`src/rtl/uart_rx_deframer.sv`:
```
// 8N1 receive deframer for a 16x-oversampled serial line.
// Recovers bytes LSB-first and reports each frame as a good byte or a framing error.
module uart_rx_deframer #(
   parameter int CLK_HZ       = 100_000_000,
   parameter int SAMP_PER_BIT = 16,
   parameter int BAUD_RATE    = 9600,
   parameter int DATA_BITS    = 8
) (
   input  logic                 clk_in,
   input  logic                 rst_in,
   input  logic                 sig_in,
   output logic [DATA_BITS-1:0] data_out,
   output logic                 valid_out,
   output logic                 frame_err_out,
   output logic                 busy_out
);

   localparam int DIV = CLK_HZ / (SAMP_PER_BIT * BAUD_RATE);
   localparam int SW  = $clog2(SAMP_PER_BIT);
   localparam int BW  = $clog2(DATA_BITS + 1);
   localparam logic [15:0]   TICK_RELOAD = 16'(DIV - 1);
   localparam logic [SW-1:0] HALF_M1     = SW'(SAMP_PER_BIT / 2 - 1);
   localparam logic [SW-1:0] SAMP_LAST   = SW'(SAMP_PER_BIT - 1);
   localparam logic [BW-1:0] BITS_ALL    = BW'(DATA_BITS);

   typedef enum logic [2:0] {
      IDLE      = 3'd0,
      START     = 3'd1,
      DATA      = 3'd2,
      STOP      = 3'd3,
      WAIT_HIGH = 3'd4
   } state_t;

   state_t                 state_q, state_d;
   logic [15:0]            tick_cnt_q, tick_cnt_d;
   logic [SW-1:0]          samp_q, samp_d;
   logic [BW-1:0]          bit_q, bit_d;
   logic [DATA_BITS-1:0]   shift_q, shift_d;
   logic [DATA_BITS-1:0]   data_q, data_d;
   logic                   valid_q, valid_d;
   logic                   err_q, err_d;
   logic                   tick;
   logic [SW-1:0]          samp_inc;
   logic [BW-1:0]          bit_inc;

   // Free-running prescaler; line activity never re-phases it.
   assign tick       = (tick_cnt_q == 16'd0);
   assign tick_cnt_d = tick ? TICK_RELOAD : tick_cnt_q - 16'd1;
   assign samp_inc   = samp_q + 1'b1;
   assign bit_inc    = bit_q + 1'b1;

   always_ff @(posedge clk_in) begin
      if (rst_in) begin
         state_q    <= IDLE;
         tick_cnt_q <= TICK_RELOAD;
         samp_q     <= '0;
         bit_q      <= '0;
         shift_q    <= '0;
         data_q     <= '0;
         valid_q    <= 1'b0;
         err_q      <= 1'b0;
      end else begin
         state_q    <= state_d;
         tick_cnt_q <= tick_cnt_d;
         samp_q     <= samp_d;
         bit_q      <= bit_d;
         shift_q    <= shift_d;
         data_q     <= data_d;
         valid_q    <= valid_d;
         err_q      <= err_d;
      end
   end

   always_comb begin
      state_d = state_q;
      samp_d  = samp_q;
      bit_d   = bit_q;
      shift_d = shift_q;
      data_d  = data_q;
      valid_d = 1'b0;
      err_d   = 1'b0;
      if (tick) begin
         case (state_q)
            IDLE: begin
               if (!sig_in) begin
                  state_d = START;
                  samp_d  = '0;
               end
            end
            START: begin
               samp_d = samp_inc;
               // Decide on the tick where the counter reaches mid start bit.
               if (samp_inc == HALF_M1) begin
                  samp_d  = '0;
                  bit_d   = '0;
                  state_d = sig_in ? IDLE : DATA;
               end
            end
            DATA: begin
               samp_d = samp_inc;
               if (samp_q == SAMP_LAST) begin
                  samp_d  = '0;
                  shift_d = {sig_in, shift_q[DATA_BITS-1:1]};
                  bit_d   = bit_inc;
                  if (bit_inc == BITS_ALL) state_d = STOP;
               end
            end
            STOP: begin
               samp_d = samp_inc;
               if (samp_q == SAMP_LAST) begin
                  samp_d = '0;
                  data_d = shift_q;
                  if (sig_in) begin
                     valid_d = 1'b1;
                     state_d = IDLE;
                  end else begin
                     err_d   = 1'b1;
                     state_d = WAIT_HIGH;
                  end
               end
            end
            WAIT_HIGH: begin
               if (sig_in) state_d = IDLE;
            end
            default: state_d = IDLE;
         endcase
      end
   end

   // valid_out/frame_err_out: mutually exclusive single-cycle strobes, no
   // backpressure; data_out stays put until the next frame completes.
   always_comb begin
      data_out      = data_q;
      valid_out     = valid_q;
      frame_err_out = err_q;
      busy_out      = (state_q != IDLE);
   end

endmodule

```
`config.mk`:
```
export PLATFORM = sky130hd
export DESIGN_NAME = uart_rx_deframer
export DESIGN_NICKNAME = d
export VERILOG_FILES = /design/src/rtl/uart_rx_deframer.sv
export SDC_FILE = /design/constraint.sdc
export NUM_CORES = 1
export LEC_CHECK = 0
export ABC_CLOCK_PERIOD_IN_PS = 6100
export CORE_MARGIN = 2
export CORE_UTILIZATION = 48
export CTS_CLUSTER_DIAMETER = 60
export DETAILED_ROUTE_END_ITERATION = 10
export PLACE_DENSITY = 0.67
export SYNTH_ARGS = -nofsm -noshare
export SYNTH_HDL_FRONTEND = slang
export SYNTH_SLANG_ARGS = --single-unit
```
`constraint.sdc`:
```
create_clock -name clk_in -period 6.1 [get_ports clk_in]
set_clock_uncertainty 0.05 [all_clocks]
set_input_delay 1.22 -clock clk_in [delete_from_list [all_inputs] [get_ports clk_in]]
set_output_delay 1.22 -clock clk_in [all_outputs]
set_load 0.1 [all_outputs]
```
==> out/results.tsv, run 1 <==
metric	value	unit
DRT Pass-1 Iters	4	
CTS resizes	0	
GR Overflow Total	0	
DR DRC count	0	
FF-to-FF Start	tick_cnt_q[0]	
Synth Warn #	0	
gr usage total	18.33	%
Finish-stage setup viols	0	
crit path DAT	2.26	ns
Mapped Cells	247	
vias in the first global route	1545	
count of different cell masters after synthesis	49	
Max Clock Freq	283.7	MHz
period utilization	57.79	%
Max Cap Violations	0	
I/O pin cnt	14	
data required time of the critical path	4.83	ns
worst-path fanout max	15	
largest net degree at the start of global routing	32	
Pwr Density	209.0	nW/um^2
CTS H-tree depth	2	
area grow syn2layout	11.39	%
Initial Util	49.97	%
HP Start	tick_cnt_q[0]	
# nets final	266	
Num Clock Sinks	45	
Core Util, Final	55.66	%
CP max stage cell	clkdlybuf4s50_1	
Post-Syn Area	2176	sq um
total power	506.5	uW
HPWL Detailed	2.869	mm
worst reg2reg endpoint	data_out[1]	
Cell Chain, Critical Path	or3_1 -> clkdlybuf4s50_1	
R2R Setup Slk	3.67	ns
worst skew pair latency	0.30	ns
critical path startpoint category	flop	
asr flop ratio synth	0	%
crit path time final	3.525	ns
main flop type after synthesis	dfxtp_1	
Yosys top cell area share	41.40	%
Die Ht	71.33	um
port buffer count	13	
cts hold-fix bufs	0	
initial antenna violation count	0	
Leakage	0.0008013	uW
worst r2r path cells	7	
Post-CTS Setup Inserts	0	
status	finished, final reports clean	
core area	4354	sq um
die width	71.33	um
DR iter-0 viols	92	
row cnt	24	
most frequent cell after synthesis	dfxtp_1	
post-synth top area cell	dfxtp_1	
Antenna Cells	0	
worst setup path class	reg2out	
Hold Crit Endpoint	tick_cnt_q[0]	
largest cells by area after synthesis	dfxtp_1, mux2i_1, nor2_1	
commonest cells in the netlist	dfxtp_1, nor2_1, mux2i_1	
max incr delay on CP	1.12	ns
setup TNS	0	ns
Routed Antenna Nets	0	
sequential fraction of the synthesis area	41.40	%
fraction of layout cells with a size suffix above 1	8.108	%
final hold violation count	0	
CTS max path bufs	2	
number of synthesized flops with an enable pin	0	
critical path capture point type	primary output	
Num CTS Buffers	5	
register bit count reported by yosys	45	
via count	1729	
Worst Tran Pin Value	0.9683	ns
post-DR vias/cell	5.559	
RD Place Congestion	0.7741	
drt wl/cell	13.54	um
CTS tree	done	
CTS root buffer	clkbuf_8	
placed instance area	2336	sq um
Hold Crit Depth	1	
first-pass GRT wire length	7.424	mm
fin area	2424	sq um
post-synth net total	255	
Slew headroom	35.25	%
Die Area	5087	sq um
fin. max-slew vios	0	
Post-Route WL	4.212	mm
RSZ-0062 raised after global routing	no	
Hold/Removal Path Class	reg2reg	
hold slack	0.4184	ns
Clk pin slew, worst setup/hold paths	0.08	ns
Avg Inst Size Synth	8.809	sq um
maximum vdd drop	0.1688	mV
==> worst max-delay path by stage <==
stage                to  depth (start not counted)       start
5_1_grt        busy_out                          2  state_q[2]
4_1_cts        busy_out                          2  state_q[2]
3_3_place_gp   busy_out                          2  state_q[2]
6_report       busy_out                          2  state_q[2]
3_5_place_dp   busy_out                          2  state_q[2]
2_1_floorplan  busy_out                          3  state_q[2]
==> power breakdown <==
group / internal (uW) / leakage [uW] / total (uW) / switching (uW)
logic: 8.34 / 0.000400 / 22.5 / 14.2
registers: 297 / 0.000363 / 302 / 4.49
clock network: 80.7 / 0.0000374 / 182 / 101
==> cell families (layout without fill, tap and decap cells) <==
kind of cell,Yosys count,after routing,synth area share (%)
buf+inv,18,30,3.335
fa+ha+maj,5,5,2.875
compound gates,34,34,9.833
mux,18,18,8.280
simple gates,117,117,30.25
xor+xnor,10,10,4.026
flops,45,45,41.40
==> critical path, delay by kind of cell (launching register included) <==
kind / cells / cell delay, ns
and+or+nand+nor: 1 / 0.19
buffers and inverters: 1 / 1.12
DFF: 1 / 0.64
==> flip-flops by register name (all words and copies together) (netlist names) <==
signal	cells
tick_cnt_q	16
bit_q	4
shift_q	8
frame_err_out	1
state_q	3
samp_q	4
data_out	8
valid_out	1
==> through the flow <==
step | std cells | setup WS, ns
CTS | 311 | 2.590
global placement | 303 | 2.921
finish | 311 | 2.575
floorplan | 247 | 3.331
global route | 311 | 2.500
detailed placement | 303 | 2.931
==> metal layers <==
layer  routed length [um]  vias to the layer above  track usage, %
li1                     -                      901               -
met1                 2216                      795           27.57
met2                 1782                       28           25.72
met3                  158                        5           4.641
met4                   55                        0           5.660
met5                    0                        -               0
==> layout make-up <==
| class | instances | area (sq um) |
|---|---|---|
| clock inverter | 2 | 15.01 |
| tap | 52 | 65.06 |
| sequential | 45 | 900.9 |
| inverter | 8 | 30.03 |
| multi-input combinational | 184 | 1202 |
| fill | 396 | 1931 |
| clock buffer | 6 | 72.57 |
| timing repair buffer | 14 | 137.6 |
==> cells in the final DEF, fill, tap and decap left out, types with 4 or more instances in the layout <==
master and count:
xnor2_1 7, nor4_1 4, or3_1 5, mux2i_1 18, o21ai_0 9, nor3_1 12, dfxtp_1 45, nor2_1 36
clkdlybuf4s50_1 13, nand3_1 16, ha_1 5, a21oi_1 11, inv_1 7, clkbuf_8 5, nand2_1 12
(Power assumes the default switching activity.)
==> inputs of run 2 (changes only) <==
ABC_CLOCK_PERIOD_IN_PS = 3500   (was 6100)
clock period = 3.5 ns   (was 6.1 ns; I/O delays follow)
==> out/results.tsv, run 2 (synthesized netlist as in run 1, its figures left out) <==
metric	value	unit	change
status	finished, final reports clean		
Max Clock Freq	388.8	MHz	
uppermost layer routed	met4		
die width	71.33	um	unchanged
area grow syn2layout	11.27	%	
vias in the first global route	1610		+4.2%
Clk pin slew, worst setup/hold paths	0.08	ns	about the same
FF-to-FF Start	tick_cnt_q[0]		
Antenna Cells	0		unchanged
worst skew pair latency	0.30	ns	about the same
DRT Pass-1 Iters	4		unchanged
via count	1761		+1.9%
CTS max path bufs	2		unchanged
HP Start	tick_cnt_q[0]		
metal1 wirelength	2.109	mm	-4.8%
Leakage	0.0008033	uW	+0.26%
Num CTS Buffers	5		unchanged
DR iter-0 viols	96		+4.3%
largest net degree at the start of global routing	20		-38%
Worst Tran Pin Value	0.9789	ns	+0.01064 ns
filler cell count	405		+2.3%
most common cell after layout, fill and taps aside	dfxtp_1		
RD Place Congestion	0.8005		+3.4%
Inst Count DP	303		unchanged
data required time of the critical path	3.63	ns	-1.20 ns
Die Area	5087	sq um	unchanged
core area	4354	sq um	unchanged
cts hold-fix bufs	0		unchanged
GR Overflow Total	0		unchanged
DR DRC count	0		unchanged
Pwr Density	367.1	nW/um^2	+76%
CTS root buffer	clkbuf_8		
Biggest register	tick_cnt_q		
critical path startpoint category	flop		
final hold violation count	0		unchanged
WL met3	199	um	+26%
post-DR vias/cell	5.662		+1.9%
most frequent cells in the layout	dfxtp_1, nor2_1, mux2i_1		
CTS resizes	0		unchanged
Hold/Removal Path Class	reg2reg		
initial antenna violation count	0		unchanged
fraction of layout cells with a size suffix above 1	8.494	%	+0.39 points
setup TNS	0	ns	unchanged
Die Ht	71.33	um	unchanged
RSZ-0062 raised after global routing	no		
first-pass GRT wire length	7.521	mm	+1.3%
port buffer count	13		unchanged
Routed Antenna Nets	0		unchanged
Post-Route WL	4.292	mm	+1.9%
crit path DAT	2.70	ns	+0.44 ns
Finish-stage setup viols	0		unchanged
worst setup path class	reg2reg		
HPWL Detailed	2.964	mm	+3.3%
worst-path fanout max	8		-7
Finished Layout Cells	311		unchanged
Slew headroom	34.53	%	-0.71 points
crit path time final	2.572	ns	
area of the multi-input gates	1202	sq um	unchanged
FF/Latch Area	900.9	sq um	unchanged
I/O pin cnt	14		unchanged
CTS tree	done		
maximum vdd drop	0.2830	mV	+68%
Crit. Startpoint	tick_cnt_q[0]		
Initial Util	49.97	%	unchanged
gr usage total	18.78	%	+0.45 points
Num Clock Sinks	45		unchanged
# nets final	266		unchanged
row cnt	24		unchanged
max reg flops	16		unchanged
CTS H-tree depth	2		unchanged
critical path capture point type	flop		
WL met2	1.913	mm	+7.4%
drt wl/cell	13.80	um	+1.9%
Core Util, Final	55.60	%	-0.057 points
R2R Setup Slk	0.93	ns	-2.74 ns
Post-CTS Setup Inserts	0		unchanged
fin. max-slew vios	0		unchanged
period utilization	73.50	%	
Max Cap Violations	0		unchanged
run 2: final timing paths:
kind | end | cells past startpoint
hold reg to reg | tick_cnt_q[0] | 1
setup / recovery | data_out[1] | 7
hold / removal | tick_cnt_q[0] | 1
setup reg to reg | data_out[1] | 7
run 2: metal layers:
metal / global-route usage (%) / up-vias
met4: 7.547 / 0
met3: 4.501 / 5
met5: 0 / -
li1: - / 901
met1: 26.18 / 822
met2: 28.09 / 33
run 2: layout make-up:
cell class / count / area share, %
Multi-Input combinational cell: 184 / 49.66
Sequential cell: 45 / 37.21
Timing Repair Buffer: 14 / 5.581
Clock buffer: 6 / 2.997
Tap cell: 52 / 2.687
Inverter: 8 / 1.240
Clock inverter: 2 / 0.6202
run 2: per-stage QoR:
stage | power (uW) | instance area (sq um) | hold WS, ns | worst slack (ns)
2_1_floorplan | 565.3 | 2176 | 0.3759 | 1.251
3_5_place_dp | 577.2 | 2333 | 0.4011 | 0.8908
4_1_cts | 897.7 | 2421 | 0.4219 | 0.9554
6_report | 888.7 | 2421 | 0.4188 | 0.9277
3_3_place_gp | 577.2 | 2333 | 0.3883 | 0.9479
5_1_grt | 924.5 | 2421 | 0.4408 | 0.6706
run 2: report_power, final:
part	leakage, uW	internal (uW)	total [uW]	switching (uW)
logic	0.000402	14.4	39.1	24.6
clock network	0.0000374	141	324	183
registers	0.000363	518	526	7.60
run 2: critical path: stages, from the launching register on:
cell and delay [ns]:
dfxtp_1 0.34, inv_1 0.10, ha_1 0.15, nor4b_1 0.57
nand4_2 0.37, nor2_2 0.57, mux2i_1 0.24, nor2_1 0.05
==> inputs of run 3 (changes only) <==
ABC_CLOCK_PERIOD_IN_PS = 2600   (was 3500)
clock period = 2.6 ns   (was 3.5 ns; I/O delays follow)
==> out/results.tsv, run 3 (synthesized netlist as in run 1, its figures left out) <==
metric	value	unit	change
vias in the first global route	1559		-3.2%
Antenna Cells	0		unchanged
CTS max path bufs	2		unchanged
crit path DAT	2.49	ns	-0.21 ns
Hold/Removal Path Class	reg2reg		
status	finished, final reports clean		
Routed Antenna Nets	0		unchanged
largest net degree at the start of global routing	27		+35%
maximum vdd drop	0.3672	mV	+30%
post-DR vias/cell	5.476		-3.3%
drt wl/cell	13.13	um	-4.9%
final hold violation count	0		unchanged
Die Area	5087	sq um	unchanged
most common cell after layout, fill and taps aside	dfxtp_1		
max reg flops	16		unchanged
Pwr Density	502.6	nW/um^2	+37%
fin. max-slew vios	0		unchanged
HPWL Detailed	2.850	mm	-3.9%
Post-Route WL	4.110	mm	-4.2%
I/O pin cnt	14		unchanged
area grow syn2layout	11.21	%	about the same
CTS root buffer	clkbuf_8		
clock power share	37.4	%	+1.0 points
critical path startpoint category	flop		
Clk pin slew, worst setup/hold paths	0.08	ns	about the same
combinational share of power	4.4	%	about the same
port buffer count	13		unchanged
critical path capture point type	flop		
Num Clock Sinks	45		unchanged
Max Cap Violations	0		unchanged
DRT Pass-1 Iters	4		unchanged
GR Overflow Total	0		unchanged
placed instance area	2323	sq um	-0.43%
via count	1714		-2.7%
Slew headroom	55.87	%	+21 points
worst skew pair latency	0.30	ns	about the same
R2R Setup Slk	0.28	ns	-0.65 ns
DR iter-0 viols	125		+30%
Max Clock Freq	430.3	MHz	+11%
Biggest register	tick_cnt_q		
Psw	283.0	uW	+32%
most frequent cells in the layout	dfxtp_1, nor2_1, mux2i_1		
crit path time final	2.324	ns	-0.2483 ns
switching share of power	23.27	%	-0.93 points
part of the power in registers	58.3	%	-0.9 points
Finished Layout Cells	313		+0.64%
die width	71.33	um	unchanged
Worst Tran Pin Value	0.6559	ns	-0.3230 ns
Die Ht	71.33	um	unchanged
Inst Count DP	305		+0.66%
initial antenna violation count	0		unchanged
worst setup path class	reg2reg		
CTS resizes	0		unchanged
DR DRC count	0		unchanged
gr usage total	18.04	%	-0.75 points
worst-path fanout max	8		unchanged
setup TNS	0	ns	unchanged
CTS tree	done		
first-pass GRT wire length	7.355	mm	-2.2%
internal cell power	933.3	uW	+39%
Num CTS Buffers	5		unchanged
Post-CTS Setup Inserts	0		unchanged
RSZ-0062 raised after global routing	no		
fraction of layout cells with a size suffix above 1	13.41	%	+4.9 points
cts hold-fix bufs	0		unchanged
core area	4354	sq um	unchanged
row cnt	24		unchanged
data required time of the critical path	2.77	ns	-0.86 ns
RD Place Congestion	0.8062		+0.71%
Leakage	0.0008487	uW	+5.6%
# nets final	268		+0.75%
CTS H-tree depth	2		unchanged
fin area	2420	sq um	about the same
Initial Util	49.97	%	unchanged
period utilization	89.38	%	+16 points
Finish-stage setup viols	0		unchanged
run 3: cell count changes in the layout (fill, tap and decap cells not counted), sizes merged:
| cell | previous run | this run |
|---|---|---|
| clkinv | 1 | 3 |
| clkinvlp | 2 | 0 |
| buf | 2 | 14 |
| clkdlybuf4s50 | 12 | 2 |
run 3: power groups by stage:
stage,Combinational [uW],Sequential [uW],Clock (uW)
2_1_floorplan,38.7,722,0
3_3_place_gp,53.2,724,0
3_5_place_dp,53.1,724,0
4_1_cts,53.6,708,467
5_1_grt,60.8,711,494
6_report,53.4,709,454
run 3: cell type report:
type                    count  area, sq um
fillers                   410         1934
multi-input cells         184         1202
flip-flops and latches     45        900.9
repair buffers             16        125.1
clock buffers               6        82.58
well taps                  52        65.06
inverters                   8        30.03
clock inverters             2        13.76
run 3: worst paths after layout:
| kind | cells past startpoint | startpoint | to |
|---|---|---|---|
| max | 7 | tick_cnt_q[0] | samp_q[2] |
| max reg2reg | 7 | tick_cnt_q[0] | samp_q[2] |
| min | 1 | tick_cnt_q[0] | tick_cnt_q[0] |
| min reg2reg | 1 | tick_cnt_q[0] | tick_cnt_q[0] |
run 3: through the flow:
stage / hold slack (ns) / setup slack [ns] / util, % / total power, uW
floorplan: 0.3759 / 0.4975 / - / 761.0
global placement: 0.3937 / 0.3751 / 53.36 / 777.2
detailed placement: 0.4004 / 0.3174 / 53.36 / 777.6
CTS: 0.4204 / 0.2883 / 55.57 / 1228
global route: 0.4620 / 0.01133 / 55.57 / 1265
finish: 0.4194 / 0.2760 / 55.57 / 1216
run 3: critical path, cell delays in order (launching register included):
cell	delay [ns]
dfxtp_1	0.34
inv_1	0.10
ha_1	0.14
nor4b_1	0.46
nor2b_1	0.34
nand4_4	0.17
or4b_1	0.51
o211ai_2	0.14
run 3: routing by layer:
layer	global-route usage, %	vias to the layer above	routed length [um]
li1	-	906	-
met1	26.54	781	2190
met2	25.93	22	1741
met3	4.219	5	116
met4	6.289	0	61
met5	0	-	0
